--- config.mk ---
export PLATFORM = sky130hd
export DESIGN_NAME = axis_parity_splitter
export DESIGN_NICKNAME = d
export VERILOG_FILES = /design/src/rtl/axis_parity_splitter.sv
export SDC_FILE = /design/constraint.sdc
export NUM_CORES = 1
export LEC_CHECK = 0
export CORE_MARGIN = 3
export CORE_UTILIZATION = 38
export DETAILED_ROUTE_END_ITERATION = 16
export PLACE_DENSITY = 0.67
export SLEW_MARGIN = 10
export SYNTH_ARGS = -nofsm -noshare
export SYNTH_HDL_FRONTEND = slang
export SYNTH_SLANG_ARGS = --single-unit
--- constraint.sdc ---
create_clock -name a_clk -period 4.6 [get_ports a_clk]
set_input_delay 0.92 -clock a_clk [delete_from_list [all_inputs] [get_ports a_clk]]
set_output_delay 0.92 -clock a_clk [all_outputs]
set_load 0.03 [all_outputs]
--- src/rtl/axis_parity_splitter.sv ---
// axis_parity_splitter: AXI-Stream 1-to-2 router. Each accepted beat goes to
// the odd or even master port by a parity rule (PARITY_SEL). Each port has
// its own FIFO and its own backpressure.
// Optional statistics counters: define AXIS_PARITY_SPLITTER_STATS_EN.
module axis_parity_splitter #(
    parameter int unsigned DATA_W     = 8,
    parameter int unsigned FIFO_DEPTH = 4,
    parameter int unsigned PARITY_SEL = 0,
    parameter int unsigned CNT_W      = 16
) (
    input  logic              a_clk,
    input  logic              axis_aresetn,
    input  logic              axis_s_tvalid,
    input  logic [DATA_W-1:0] axis_s_tdata,
    input  logic              axis_s_tlast,
    output logic              axis_s_tready,
    output logic              axis_m_tvalid_odd,
    output logic [DATA_W-1:0] axis_m_tdata_odd,
    output logic              axis_m_tlast_odd,
    input  logic              axis_m_tready_odd,
    output logic              axis_m_tvalid_even,
    output logic [DATA_W-1:0] axis_m_tdata_even,
    output logic              axis_m_tlast_even,
    input  logic              axis_m_tready_even,
    input  logic              stat_clr,
    output logic [CNT_W-1:0]  stat_beats_odd,
    output logic [CNT_W-1:0]  stat_beats_even,
    output logic [CNT_W-1:0]  stat_pkts_odd,
    output logic [CNT_W-1:0]  stat_pkts_even
);

    localparam int unsigned PTR_W = $clog2(FIFO_DEPTH);
    localparam int unsigned OCC_W = $clog2(FIFO_DEPTH + 1);
    localparam int unsigned ENT_W = DATA_W + 1;
    localparam logic [OCC_W-1:0] OCC_FULL = OCC_W'(FIFO_DEPTH);

    // Channel index 0 = even port, 1 = odd port.
    logic [ENT_W-1:0] r_mem    [2][FIFO_DEPTH];
    logic [PTR_W-1:0] r_wr_ptr [2];
    logic [PTR_W-1:0] r_rd_ptr [2];
    logic [OCC_W-1:0] r_count  [2];
    logic [OCC_W-1:0] w_count_nxt [2];
    logic [ENT_W-1:0] w_head   [2];
    logic             w_push   [2];
    logic             w_pop    [2];
    logic             w_valid  [2];
    logic             w_m_tready [2];
    logic             r_s_tready;
    logic             w_accept;
    logic             w_par;

    assign w_accept      = axis_s_tvalid & r_s_tready;
    assign axis_s_tready = r_s_tready;
    assign w_m_tready[0] = axis_m_tready_even;
    assign w_m_tready[1] = axis_m_tready_odd;

    // Parity bit selecting the destination port.
    always_comb begin
        if (PARITY_SEL == 0) begin
            w_par = ^axis_s_tdata;
        end else begin
            w_par = axis_s_tdata[0];
        end
    end

    // Per-channel push/pop decode and next occupancy.
    always_comb begin
        for (int unsigned c = 0; c < 2; c++) begin
            w_push[c]  = w_accept & (w_par == c[0]);
            w_valid[c] = (r_count[c] != '0);
            w_pop[c]   = w_valid[c] & w_m_tready[c];
            w_head[c]  = r_mem[c][r_rd_ptr[c]];
            case ({w_push[c], w_pop[c]})
                2'b10:   w_count_nxt[c] = r_count[c] + OCC_W'(1);
                2'b01:   w_count_nxt[c] = r_count[c] - OCC_W'(1);
                default: w_count_nxt[c] = r_count[c];
            endcase
        end
    end

    // FIFO pointers, occupancy and the registered input ready.
    // Ready is derived from next occupancy so it falls on the filling push
    // and stays up when a pop on that FIFO coincides with it.
    always_ff @(posedge a_clk or negedge axis_aresetn) begin
        if (!axis_aresetn) begin
            for (int unsigned c = 0; c < 2; c++) begin
                r_wr_ptr[c] <= '0;
                r_rd_ptr[c] <= '0;
                r_count[c]  <= '0;
            end
            r_s_tready <= 1'b0;
        end else begin
            for (int unsigned c = 0; c < 2; c++) begin
                if (w_push[c]) r_wr_ptr[c] <= r_wr_ptr[c] + PTR_W'(1);
                if (w_pop[c])  r_rd_ptr[c] <= r_rd_ptr[c] + PTR_W'(1);
                r_count[c] <= w_count_nxt[c];
            end
            r_s_tready <= (w_count_nxt[0] != OCC_FULL) && (w_count_nxt[1] != OCC_FULL);
        end
    end

    // FIFO storage write; contents need no reset since outputs are gated by occupancy.
    always_ff @(posedge a_clk) begin
        for (int unsigned c = 0; c < 2; c++) begin
            if (w_push[c]) r_mem[c][r_wr_ptr[c]] <= {axis_s_tdata, axis_s_tlast};
        end
    end

    // Output data/last are forced to zero while the FIFO is empty so that
    // reset (which empties the FIFOs) also clears them.
    assign axis_m_tvalid_even = w_valid[0];
    assign axis_m_tdata_even  = w_valid[0] ? w_head[0][ENT_W-1:1] : '0;
    assign axis_m_tlast_even  = w_valid[0] & w_head[0][0];
    assign axis_m_tvalid_odd  = w_valid[1];
    assign axis_m_tdata_odd   = w_valid[1] ? w_head[1][ENT_W-1:1] : '0;
    assign axis_m_tlast_odd   = w_valid[1] & w_head[1][0];

`ifdef AXIS_PARITY_SPLITTER_STATS_EN
    localparam logic [CNT_W-1:0] CNT_MAX = '1;

    logic [CNT_W-1:0] r_beats_odd;
    logic [CNT_W-1:0] r_beats_even;
    logic [CNT_W-1:0] r_pkts_odd;
    logic [CNT_W-1:0] r_pkts_even;

    // Saturating per-port counters; clear wins over a coincident push.
    always_ff @(posedge a_clk or negedge axis_aresetn) begin
        if (!axis_aresetn) begin
            r_beats_odd  <= '0;
            r_beats_even <= '0;
            r_pkts_odd   <= '0;
            r_pkts_even  <= '0;
        end else if (stat_clr) begin
            r_beats_odd  <= '0;
            r_beats_even <= '0;
            r_pkts_odd   <= '0;
            r_pkts_even  <= '0;
        end else begin
            if (w_push[1] && r_beats_odd != CNT_MAX)
                r_beats_odd <= r_beats_odd + CNT_W'(1);
            if (w_push[0] && r_beats_even != CNT_MAX)
                r_beats_even <= r_beats_even + CNT_W'(1);
            if (w_push[1] && axis_s_tlast && r_pkts_odd != CNT_MAX)
                r_pkts_odd <= r_pkts_odd + CNT_W'(1);
            if (w_push[0] && axis_s_tlast && r_pkts_even != CNT_MAX)
                r_pkts_even <= r_pkts_even + CNT_W'(1);
        end
    end

    assign stat_beats_odd  = r_beats_odd;
    assign stat_beats_even = r_beats_even;
    assign stat_pkts_odd   = r_pkts_odd;
    assign stat_pkts_even  = r_pkts_even;
`else
    logic w_unused_stat_clr;
    assign w_unused_stat_clr = stat_clr;

    assign stat_beats_odd  = '0;
    assign stat_beats_even = '0;
    assign stat_pkts_odd   = '0;
    assign stat_pkts_even  = '0;
`endif

endmodule

==> impl_metrics.toml <==
[status]
status = "complete, no violations"

[setup_path]
crit_fanout = 9
worstPathArrival_ps = 3650
reg2reg_to = "axis_s_tready$_DFF_PN0_"
crit_type = "in -> reg"
start_kind = "primary input"
crit_path_end_kind = "register"
reg2reg_from = "r_count[4]$_DFF_PN0_"
cp.required_ps = 4830
regToRegSetupSlack_ps = 2090
reg2reg_depth = 8

[sta]
rsz0062_at_grt = "false"
fin_skew_ps = 7.31
clock.fmax_mhz = 292
fin_tns_setup_ps = 0
final-max-slew-violation-count = 0
hold_slack_ps = 489
slew_headroom = 0.545
fin_crit_sh = 0.744
finalSetupViolations = 0
worst_slew_pin_slew_ps = 681
post-route-min-period_ps = 3420
hold_viol_final = 0

[floorplan]
rows = 37
die_h_um = 110
start_util = 0.395
io_pins = 100
core_area_sq_mm = 0.0104
die_w_um = 110
dieArea_sq_mm = 0.0121

[yosys]
yosysUniqueCellTypes = 23
ys_warn_count = 0
synth_cells = 264
synthArstFlopShare = 0.172
ys_ff_latch = 87
synth_seq_area_share = 0.616
synth_top_flop_cell = "edfxtp_1"
synth_edf_count = 72
syn_area_per_cell_sq_um = 15.6
synth.cell_area_sq_mm = 0.00412

[place]
dp_cells = 429
hpwl_mm = 4.37
place_congestion = 0.776
place_area_sq_mm = 0.00438
portBuffers = 34

[finish]
fin_util = 0.437
final_cells = 443
final_area_sq_mm = 0.00455
layout-drive-gt1-share = 0.127
final_net_count = 331
num_antenna_cells = 0
area.growth.synth_to_final_pct = 10.5
fill_cells = 943

[clock_tree]
ctsLongestPathBuffers = 2
htreeDepth = 3
cts-root-buf = "clkbuf_8"
cts.sinks = 87
cts_tree = "built"
cts_buffers = 9
cts.clk_slew.worst_paths_ps = 80
hold_buffers = 0
cts_setup_buffers = 0
cts.repair.resized = 0
clk_latency_ps = 350

[global_route]
track_usage = 0.111
grt_max_degree = 16
grt_pass1_wl_mm = 9.74
gr-total-overflow = 0
antenna_found_initial = 0
grt_pass1_vias = 1844

[flow_run]
max-cap-violations = 0

[detailed_routing]
drt-wirelength-per-cell_um = 14.5
viasPerCell = 4.32
vias = 1914
antenna_left = 0
first_pass_iters = 4
first_iter_violations = 101
remaining_drc_errors = 0
wirelength_mm = 6.41

[min_path]
hold_class = "reg -> reg"
holdPathEnd = "r_count[2]$_DFF_PN0_"
hold_depth = 1
hold_path_startpoint = "r_count[2]$_DFF_PN0_"

[power]
seqPwrFrac = 0.398
pwr-share-comb = 0.430
leakage_nw = 1.70
power.switching_mw = 1.06
powerDensity_mw_per_mm2 = 634
peakVddDrop_mv = 0.336
switching_share = 0.369
p_int_mw = 1.82
clkPwrFrac = 0.172
==> registers in the layout, indices dropped and copies added (netlist names) <==
name / cells
axis_s_tready: 1
r_wr_ptr: 4
r_mem: 72
r_rd_ptr: 4
r_count: 6
==> layout by cell type, fill, tap and decap left out <==
master,instances
and2b_4,1
clkdlybuf4s50_1,34
a22oi_1,1
nor2_2,1
or3_1,2
mux4_2,18
o21ai_0,1
clkbuf_8,9
nand2_1,4
dfrtp_1,15
xor2_1,7
clkinvlp_4,2
buf_4,2
bufinv_16,1
clkbuf_1,1
and2_2,3
clkinv_1,1
and2_1,25
nor2_1,4
edfxtp_1,72
mux2_4,2
inv_1,12
xnor2_1,12
ha_1,10
mux2i_1,1
conb_1,64
fa_1,2
==> cell usage after synthesis (all sizes together), types with 2 or more instances <==
master / count / area, sq um
nand2: 4 / 15.0
dfrtp: 15 / 375
clkbuf: 4 / 15.0
or3: 2 / 12.5
and2: 28 / 179
inv: 12 / 45.0
edfxtp: 72 / 2160
mux2: 2 / 30.0
buf: 66 / 490
xor2: 7 / 61.3
nor2: 5 / 21.3
xnor2: 12 / 105
ha: 10 / 125
fa: 2 / 40.0
mux4: 18 / 405
==> per-stage QoR <==
| step | power (mW) | worst slack [ps] |
|---|---|---|
| after floorplan | 2.05 | 1770 |
| after detailed placement | 2.43 | 813 |
| after global routing | 3.06 | 996 |
| after global placement | 2.40 | 890 |
| final | 2.88 | 1180 |
| after CTS | 2.93 | 1110 |
==> layer usage <==
metal	vias to the layer above	global-route usage	routed length (um)
met5	-	0	0
met4	0	0.0475	121
met3	12	0.0291	454
met2	82	0.182	3110
li1	876	-	-
met1	944	0.138	2720
==> critical path: stages <==
cell	delay, ps
clkdlybuf4s50_1	670
xor2_1	210
xnor2_1	120
xnor2_1	300
nor2_2	140
inv_1	80
ha_1	180
inv_1	60
fa_1	370
xor2_1	160
nor2_1	120
xor2_1	220
a22oi_1	90
==> worst max path at each step <==
stage	endpoint	cells past startpoint	start
2_1_floorplan	axis_s_tready$_DFF_PN0_	12	axis_s_tdata[7]
3_3_place_gp	axis_s_tready$_DFF_PN0_	12	axis_s_tdata[6]
3_5_place_dp	axis_s_tready$_DFF_PN0_	12	axis_s_tdata[6]
4_1_cts	axis_m_tlast_even	3	r_rd_ptr[2]$_DFFE_PN0P_
5_1_grt	axis_m_tlast_even	3	r_rd_ptr[2]$_DFFE_PN0P_
6_report	axis_s_tready$_DFF_PN0_	13	axis_s_tdata[6]
==> layout make-up <==
class / count / area [sq um] / area share
Clock buffer: 10 / 128 / 0.0280
Sequential cell: 87 / 2540 / 0.557
Clock inverter: 4 / 48.8 / 0.0107
Inverter: 12 / 45.0 / 0.00990
Timing Repair Buffer: 36 / 355 / 0.0781
Tap cell: 136 / 170 / 0.0374
Multi-Input combinational cell: 158 / 1270 / 0.278
==> power groups by stage <==
stage	sequential, mW	clock [mW]	combinational (mW)
2_1_floorplan	1.08	0	0.978
3_3_place_gp	1.16	0	1.24
3_5_place_dp	1.18	0	1.26
4_1_cts	1.16	0.506	1.26
5_1_grt	1.18	0.542	1.34
6_report	1.15	0.495	1.24
==> cell families (layout without fill, tap and decap cells) <==
logic type	count (synthesis)	after routing	synth area share
mux	21	21	0.108
buf+inv	82	62	0.134
xor+xnor	19	19	0.0404
simple gates	40	40	0.0577
flops	87	87	0.616
other cells	1	64	0.000910
fa+ha+maj	12	12	0.0401
compound gates	2	2	0.00304
Note: power is estimated with default switching activity, not from simulation.
